==> src/rtl/mul_float.sv <==
// rtl/mul_float.sv - multi-cycle IEEE-754 single-precision multiplier, shift-add mantissa datapath
// Fixed 27-cycle latency from start edge to done, truncating rounding, denormals flushed to zero.
module mul_float #(
  parameter int FLOAT_WIDTH = 32
) (
  input  logic                   clk,
  input  logic                   rst_n,
  input  logic                   start,
  input  logic [FLOAT_WIDTH-1:0] a,
  input  logic [FLOAT_WIDTH-1:0] b,
  output logic [FLOAT_WIDTH-1:0] o,
  output logic                   nan,
  output logic                   overflow,
  output logic                   underflow,
  output logic                   zero,
  output logic                   done
);

  typedef enum logic [2:0] {
    IDLE,
    UNPACK,
    MULT,
    NORM,
    DONE
  } state_t;

  state_t state, state_next;

  logic [31:0]        a_r, b_r;
  logic               sign_r;
  logic signed [9:0]  exp_sum;
  logic signed [9:0]  exp_n;
  logic [22:0]        frac_n;
  logic [47:0]        mcand;
  logic [23:0]        mplier;
  logic [47:0]        acc;
  logic [4:0]         cnt;
  logic               spec_nan, spec_inf, spec_zero;

  // operand classification from the captured inputs
  logic [7:0]         ea, eb;
  logic [22:0]        fa, fb;
  logic               a_is_nan, a_is_inf, a_is_zero;
  logic               b_is_nan, b_is_inf, b_is_zero;
  logic [23:0]        ma, mb;
  logic signed [9:0]  exp_raw;

  always_comb begin
    ea        = a_r[30:23];
    eb        = b_r[30:23];
    fa        = a_r[22:0];
    fb        = b_r[22:0];
    a_is_nan  = (&ea) && (|fa);
    b_is_nan  = (&eb) && (|fb);
    a_is_inf  = (&ea) && !(|fa);
    b_is_inf  = (&eb) && !(|fb);
    a_is_zero = !(|ea);
    b_is_zero = !(|eb);
    ma        = a_is_zero ? 24'd0 : {1'b1, fa};
    mb        = b_is_zero ? 24'd0 : {1'b1, fb};
    exp_raw   = $signed({2'b00, ea}) + $signed({2'b00, eb}) - 10'sd127;
  end

  always_comb begin
    state_next = state;
    case (state)
      IDLE:    if (start) state_next = UNPACK;
      UNPACK:  state_next = MULT;
      MULT:    if (cnt == 5'd23) state_next = NORM;
      NORM:    state_next = DONE;
      DONE:    state_next = IDLE;
      default: state_next = IDLE;
    endcase
  end

  always_ff @(posedge clk or negedge rst_n) begin
    if (!rst_n) state <= IDLE;
    else        state <= state_next;
  end

  // final packing; special classes take precedence over the computed exponent
  logic [31:0] res_o;
  logic        res_nan, res_ovf, res_unf, res_zero;

  always_comb begin
    res_o    = 32'd0;
    res_nan  = 1'b0;
    res_ovf  = 1'b0;
    res_unf  = 1'b0;
    res_zero = 1'b0;
    if (spec_nan) begin
      res_o   = 32'h7FC0_0000;
      res_nan = 1'b1;
    end else if (spec_inf) begin
      res_o = {sign_r, 8'hFF, 23'd0};
    end else if (spec_zero) begin
      res_o    = {sign_r, 31'd0};
      res_zero = 1'b1;
    end else if (exp_n >= 10'sd255) begin
      res_o   = {sign_r, 8'hFF, 23'd0};
      res_ovf = 1'b1;
    end else if (exp_n <= 10'sd0) begin
      res_o    = {sign_r, 31'd0};
      res_unf  = 1'b1;
      res_zero = 1'b1;
    end else begin
      res_o = {sign_r, exp_n[7:0], frac_n};
    end
  end

  always_ff @(posedge clk or negedge rst_n) begin
    if (!rst_n) begin
      a_r       <= '0;
      b_r       <= '0;
      sign_r    <= 1'b0;
      exp_sum   <= '0;
      exp_n     <= '0;
      frac_n    <= '0;
      mcand     <= '0;
      mplier    <= '0;
      acc       <= '0;
      cnt       <= '0;
      spec_nan  <= 1'b0;
      spec_inf  <= 1'b0;
      spec_zero <= 1'b0;
      o         <= '0;
      nan       <= 1'b0;
      overflow  <= 1'b0;
      underflow <= 1'b0;
      zero      <= 1'b0;
      done      <= 1'b0;
    end else begin
      done <= 1'b0;
      case (state)
        IDLE: begin
          if (start) begin
            a_r <= a[31:0];
            b_r <= b[31:0];
            acc <= '0;
          end
        end
        UNPACK: begin
          sign_r    <= a_r[31] ^ b_r[31];
          exp_sum   <= exp_raw;
          mcand     <= {24'd0, ma};
          mplier    <= mb;
          acc       <= '0;
          cnt       <= '0;
          spec_nan  <= a_is_nan || b_is_nan || (a_is_inf && b_is_zero) || (a_is_zero && b_is_inf);
          spec_inf  <= a_is_inf || b_is_inf;
          spec_zero <= a_is_zero || b_is_zero;
        end
        MULT: begin
          if (mplier[0]) acc <= acc + mcand;
          mcand  <= mcand << 1;
          mplier <= mplier >> 1;
          cnt    <= cnt + 5'd1;
        end
        NORM: begin
          if (acc[47]) begin
            exp_n  <= exp_sum + 10'sd1;
            frac_n <= acc[46:24];
          end else begin
            exp_n  <= exp_sum;
            frac_n <= acc[45:23];
          end
        end
        DONE: begin
          o         <= res_o;
          nan       <= res_nan;
          overflow  <= res_ovf;
          underflow <= res_unf;
          zero      <= res_zero;
          done      <= 1'b1;
        end
        default: ;
      endcase
    end
  end

endmodule

==> config.mk <==
export PLATFORM = sky130hd
export DESIGN_NAME = mul_float
export DESIGN_NICKNAME = d
export VERILOG_FILES = /design/src/rtl/mul_float.sv
export SDC_FILE = /design/constraint.sdc
export NUM_CORES = 1
export LEC_CHECK = 0
export BUFFER_PORTS_ARGS = -buffer_cell sky130_fd_sc_hd__buf_2
export CAP_MARGIN = 25
export CORE_ASPECT_RATIO = 1.1
export CORE_MARGIN = 2
export CORE_UTILIZATION = 65
export DETAILED_ROUTE_END_ITERATION = 16
export PLACE_DENSITY = 0.87
export SYNTH_ARGS = -nofsm -noshare
export SYNTH_HDL_FRONTEND = slang
export SYNTH_SLANG_ARGS = --single-unit
==> constraint.sdc <==
create_clock -name clk -period 8.2 [get_ports clk]
set_input_delay 0 -clock clk [delete_from_list [all_inputs] [get_ports clk]]
set_output_delay 0 -clock clk [all_outputs]
set_load 0.005 [all_outputs]
### Word level (Yosys, flattened, before mapping)

Cells that the tools add are included.
W data, S select, Z words.

| word-level totals | value |
|---|---|
| register bits | 276 |
| output and inout port bits | 37 |
| logic and storage cells | 95 |

| operators by class | value |
|---|---|
| magnitude comparators | 2 |
| equal/unequal tests | 8 |
| reductions and logical operators | 27 |
| mux-type cells | 32 |
| $add $sub $neg | 5 |
| bitwise operators | 1 |

Operator list:

| operator | number |
|---|---|
| $pmux W48 S3 | 1 |
| $mux W31 | 4 |
| $mux W48 | 2 |
| $pmux W48 S2 | 1 |
| $add A48 B48 Y48 | 1 |
| $mux W24 | 2 |
| $pmux W24 S2 | 1 |
| $reduce_or A23 Y1 | 2 |
| $mux W32 | 1 |
| $mux W23 | 1 |
| $reduce_and A8 Y1 | 2 |
| $reduce_or A8 Y1 | 2 |
| $mux W1 | 14 |
| $pmux W3 S4 | 1 |
| $add A10 B2 Y10 const B | 1 |
| $ge A10 B9 Y1 const B | 1 |
| $le A10 B1 Y1 const B | 1 |
| $mux W10 | 1 |
| $pmux W5 S2 | 1 |
| $sub A9 B7 Y10 const B | 1 |
| $add A8 B8 Y9 | 1 |
| $eq A3 B2 Y1 const B | 2 |
| $logic_and A1 B1 Y1 | 6 |
| $mux W3 | 2 |
| other kinds (13) | 23 |

### Longest topological paths before layout

| logic depth | value |
|---|---|
| depth in word-level cells | 6 |
| depth in mapped cells | 12 |
| gate-level depth less buffers | 12 |

### Least setup slack after synthesis

No wires, ideal clock.

| timing | value |
|---|---|
| kind | reg2reg |
| start | reg mcand[0] |
| end | reg acc[44] |
| library setup time | 0.121 ns |
| setup slack | 5.444 ns |
| arrival | 2.635 ns |
| buffers on the path | 0 |
| stages on the path, launching flop included | 12 |
| required time | 8.079 ns |
| path through | dfrtp_1 ha_1 fa_1 a211oi_2 nor4_2 o31ai_1 nand3_1 a21oi_1 o31ai_1 a311oi_2 xnor2_1 a22o_1 |

| between the ends | value |
|---|---|
| cells in the longest elaborated chain, start to end | 3 |

Ends and longest elaborated chain:

| item | line | text |
|---|---|---|
| start: declaration | 34 | `logic [47:0] mcand;` |
| start signal: assignment | 145 | `mcand <= {24'd0, ma};` |
| start signal: assignment | 155 | `mcand <= mcand << 1;` |
| $add A48 B48 Y48 | 154 | `if (mplier[0]) acc <= acc + mcand;` |
| $mux W48 | 154 |  |
| $pmux W48 S3 | 134 | `case (state)` |
| end signal: assignment | 154 |  |
| end: declaration | 36 | `logic [47:0] acc;` |

Every way passes these cells. The select of a mux whose other input is x is not followed.
A chain may end at the register's enable or synchronous reset.

### Worst setup path after layout

Same ends and word-level chain as after synthesis.

==> summary.md <==
| Metric | Value |
|---|---|
| Status | completed |
| Number of flops mapped to enable cells by yosys | 0 |
| Dpl cells | 1,623 |
| # resized after CTS | 0 |
| Worst EP required | 8630 ps |
| Int Power | 3.58 mW |
| Clock share of power | 0.217 |
| Synthesized flop and latch total | 276 |
| Via/cell ratio | 6.46 |
| Clock Latency Late Sink | 550 ps |
| Clk slew on worst S/H paths | 70 ps |
| Nets | 1,568 |
| Worst-case clock buffer depth | 3 |
| Psw | 2.41 mW |
| First-pass GRT wire length | 59.0 mm |
| Skew final | 12.6 ps |
| Synthesized area per cell | 10.7 um^2 |
| P_leak | 7.72 nW |
| Initial Util | 0.666 |
| Share of cells above drive strength 1 | 0.162 |
| Post-synth cell types | 64 |
| DRC viols | 0 |
| Port Buffers | 103 |
| Setup slack after layout | 5030 ps |
| Crit Path Class | reg2reg |
| Crit path time final | 3170 ps |
| H-tree depth | 1 |
| Unrepaired setup endpoints after global routing | no |
| Final core occ | 0.779 |
| I/O pin count | 104 |
| Max-slew violations | 0 |
| Final setup fails | 0 |
| HPWL after DPL | 20.6 mm |
| Worst min path class | in2async |
| Die width | 143 um |
| Worst vdd ir | 0.323 mV |
| Mapped Cells | 1,294 |
| Power Density | 371 mW/mm^2 |
| Crit end category | flop |
| Worst slack, placed | 5100 ps |
| Most frequent cells in the layout | dfrtp_1 (276), nand2_1 (126), buf_2 (102) |
| CTS sink count | 276 |
| Post-synthesis sequential area ratio | 0.500 |
| Commonest non-fill, non-tap cell in the layout | dfrtp_1 |
| Ys flop type | dfrtp_1 |
| Setup bufs post-CTS | 0 |
| Sequential share of power | 0.386 |
| Root Driver | clkbuf_16 |
| Max Cap Viol | 0 |
| Crit path arrival time | 3600 ps |
| Slew @ Worst Pin | 1020 ps |
| Syn nets | 1,427 |
| Gate power share | 0.397 |
| Drt pass-1 iters | 9 |
| Iter 0 DRT Violations | 1,380 |
| Number of global-route vias before repair | 11,400 |
| Placer Congestion | 0.909 |
| # fillers | 1,237 |
| Antenna-violating nets left | 0 |
| Non-Filler Instances | 1,741 |
| Via count | 11,300 |
| Largest net degree at the start of global routing | 135 |
| TritonCTS buffer count | 28 |
| Switching Fraction | 0.403 |
| Cts hold-fix bufs | 66 |
| GRT Total Usage | 0.329 |
| CP Max Fanout | 3 |
| Ys async rst share | 1.00 |
| Die Y | 157 um |
| Total die area | 0.0224 mm^2 |
| Detailed-route wire length | 36.1 mm |
| Critical path startpoint category | flop |
| Slew margin rel. | 0.321 |
| Netlist area before placement | 0.0138 mm^2 |
| GRT Residual Overflow | 0 |
| Final Hold Fails | 0 |
| Layout area overhead | 16.9% |
| CORE AREA | 0.0207 mm^2 |
| Yosys warnings | 0 |
| Part of the cycle the worst path needs | 0.387 |
| Routed len/inst | 20.7 um |
| Fmax | 0.315 GHz |
| Num rows | 55 |
| Initial antenna violation count | 1 |
| Setup TNS | 0 ps |
| CTS tree | built |
==> through the flow <==
stage | total power, mW | hold WS [ps] | cell area [um^2]
2_1_floorplan | 3.89 | -296 | 13800
3_3_place_gp | 4.36 | 179 | 14500
3_5_place_dp | 4.47 | 182 | 14500
4_1_cts | 5.84 | 201 | 16100
5_1_grt | 6.33 | 228 | 16100
6_report | 5.99 | 136 | 16100
==> synth_stat cells (8+ instances only) <==
cell type	instances	area [um^2]
dfrtp_1	276	6910
nand2_1	126	473
a22o_1	85	744
o21ai_0	81	405
inv_1	69	259
clkbuf_1	66	248
ha_1	64	801
mux2_2	60	676
a21oi_1	59	295
nor2_1	54	203
a222oi_1	43	430
xnor2_1	34	298
mux2i_1	27	270
nand4_1	23	144
xor2_1	23	201
a21o_1	22	165
nand3_1	20	100
nor4_1	16	100
nor3_1	15	75.1
o21bai_1	13	97.6
o31ai_1	10	75.1
o22ai_1	8	50.1
==> layer usage <==
layer,part of all wire,up-vias,global-route usage
li1,-,5082,-
met1,0.38,5472,0.400
met2,0.51,555,0.574
met3,0.062,141,0.0514
met4,0.051,0,0.155
met5,0,-,0
==> registers in the layout, summed over array words and instances (netlist names), 3 cells and up <==
signal,flops
cnt,5
exp_n,10
o,32
mcand,48
acc,48
b_r,32
exp_sum,10
a_r,32
state,3
frac_n,23
mplier,24
==> area by class of cell <==
type	count	area [um^2]	area share
Inverter	69	259	0.0160
Antenna cell	1	2.50	0.000155
Multi-Input combinational cell	876	6370	0.395
Clock buffer	39	803	0.0498
Timing Repair Buffer	184	1320	0.0817
Sequential cell	276	6910	0.428
Tap cell	285	357	0.0221
Clock inverter	11	120	0.00744
==> critical path, cell delays in order, from the launching register on <==
cell	delay, ps
dfrtp_1	400
ha_1	230
fa_1	470
a211oi_2	280
nor4_2	100
o31ai_1	230
nand3_1	190
a21oi_1	350
o31ai_1	190
a311oi_2	310
xnor2_1	100
a22o_1	200
==> power groups by stage <==
stage	registers (mW)	clock network, mW	logic (mW)
final	2.31	1.30	2.38
after floorplan	2.14	0	1.75
after CTS	2.26	1.30	2.28
after global routing	2.36	1.37	2.60
after global placement	2.25	0	2.11
after detailed placement	2.27	0	2.19
==> worst paths after layout <==
path,start,end,slack [ps],cells after the start
max reg2reg,mcand[0],acc[44],5030,11
max in group asynchronous,rst_n,mcand[16],6590,3
max,mcand[0],acc[44],5030,11
min reg2reg,zero,zero,470,1
min in group clk,a[19],a_r[19],220,3
min,rst_n,o[27],140,2
==> logic make-up after synthesis <==
| group | synth area share |
|---|---|
| xor gates and xnor gates | 0.0362 |
| muxes | 0.0685 |
| AOI/OAI and AO/OA | 0.197 |
| and+or+nand+nor | 0.0982 |
| adders and majority gates | 0.0609 |
| buffers and inverters | 0.0391 |
| DFF | 0.500 |
Note: power is estimated with default switching activity, not from simulation.
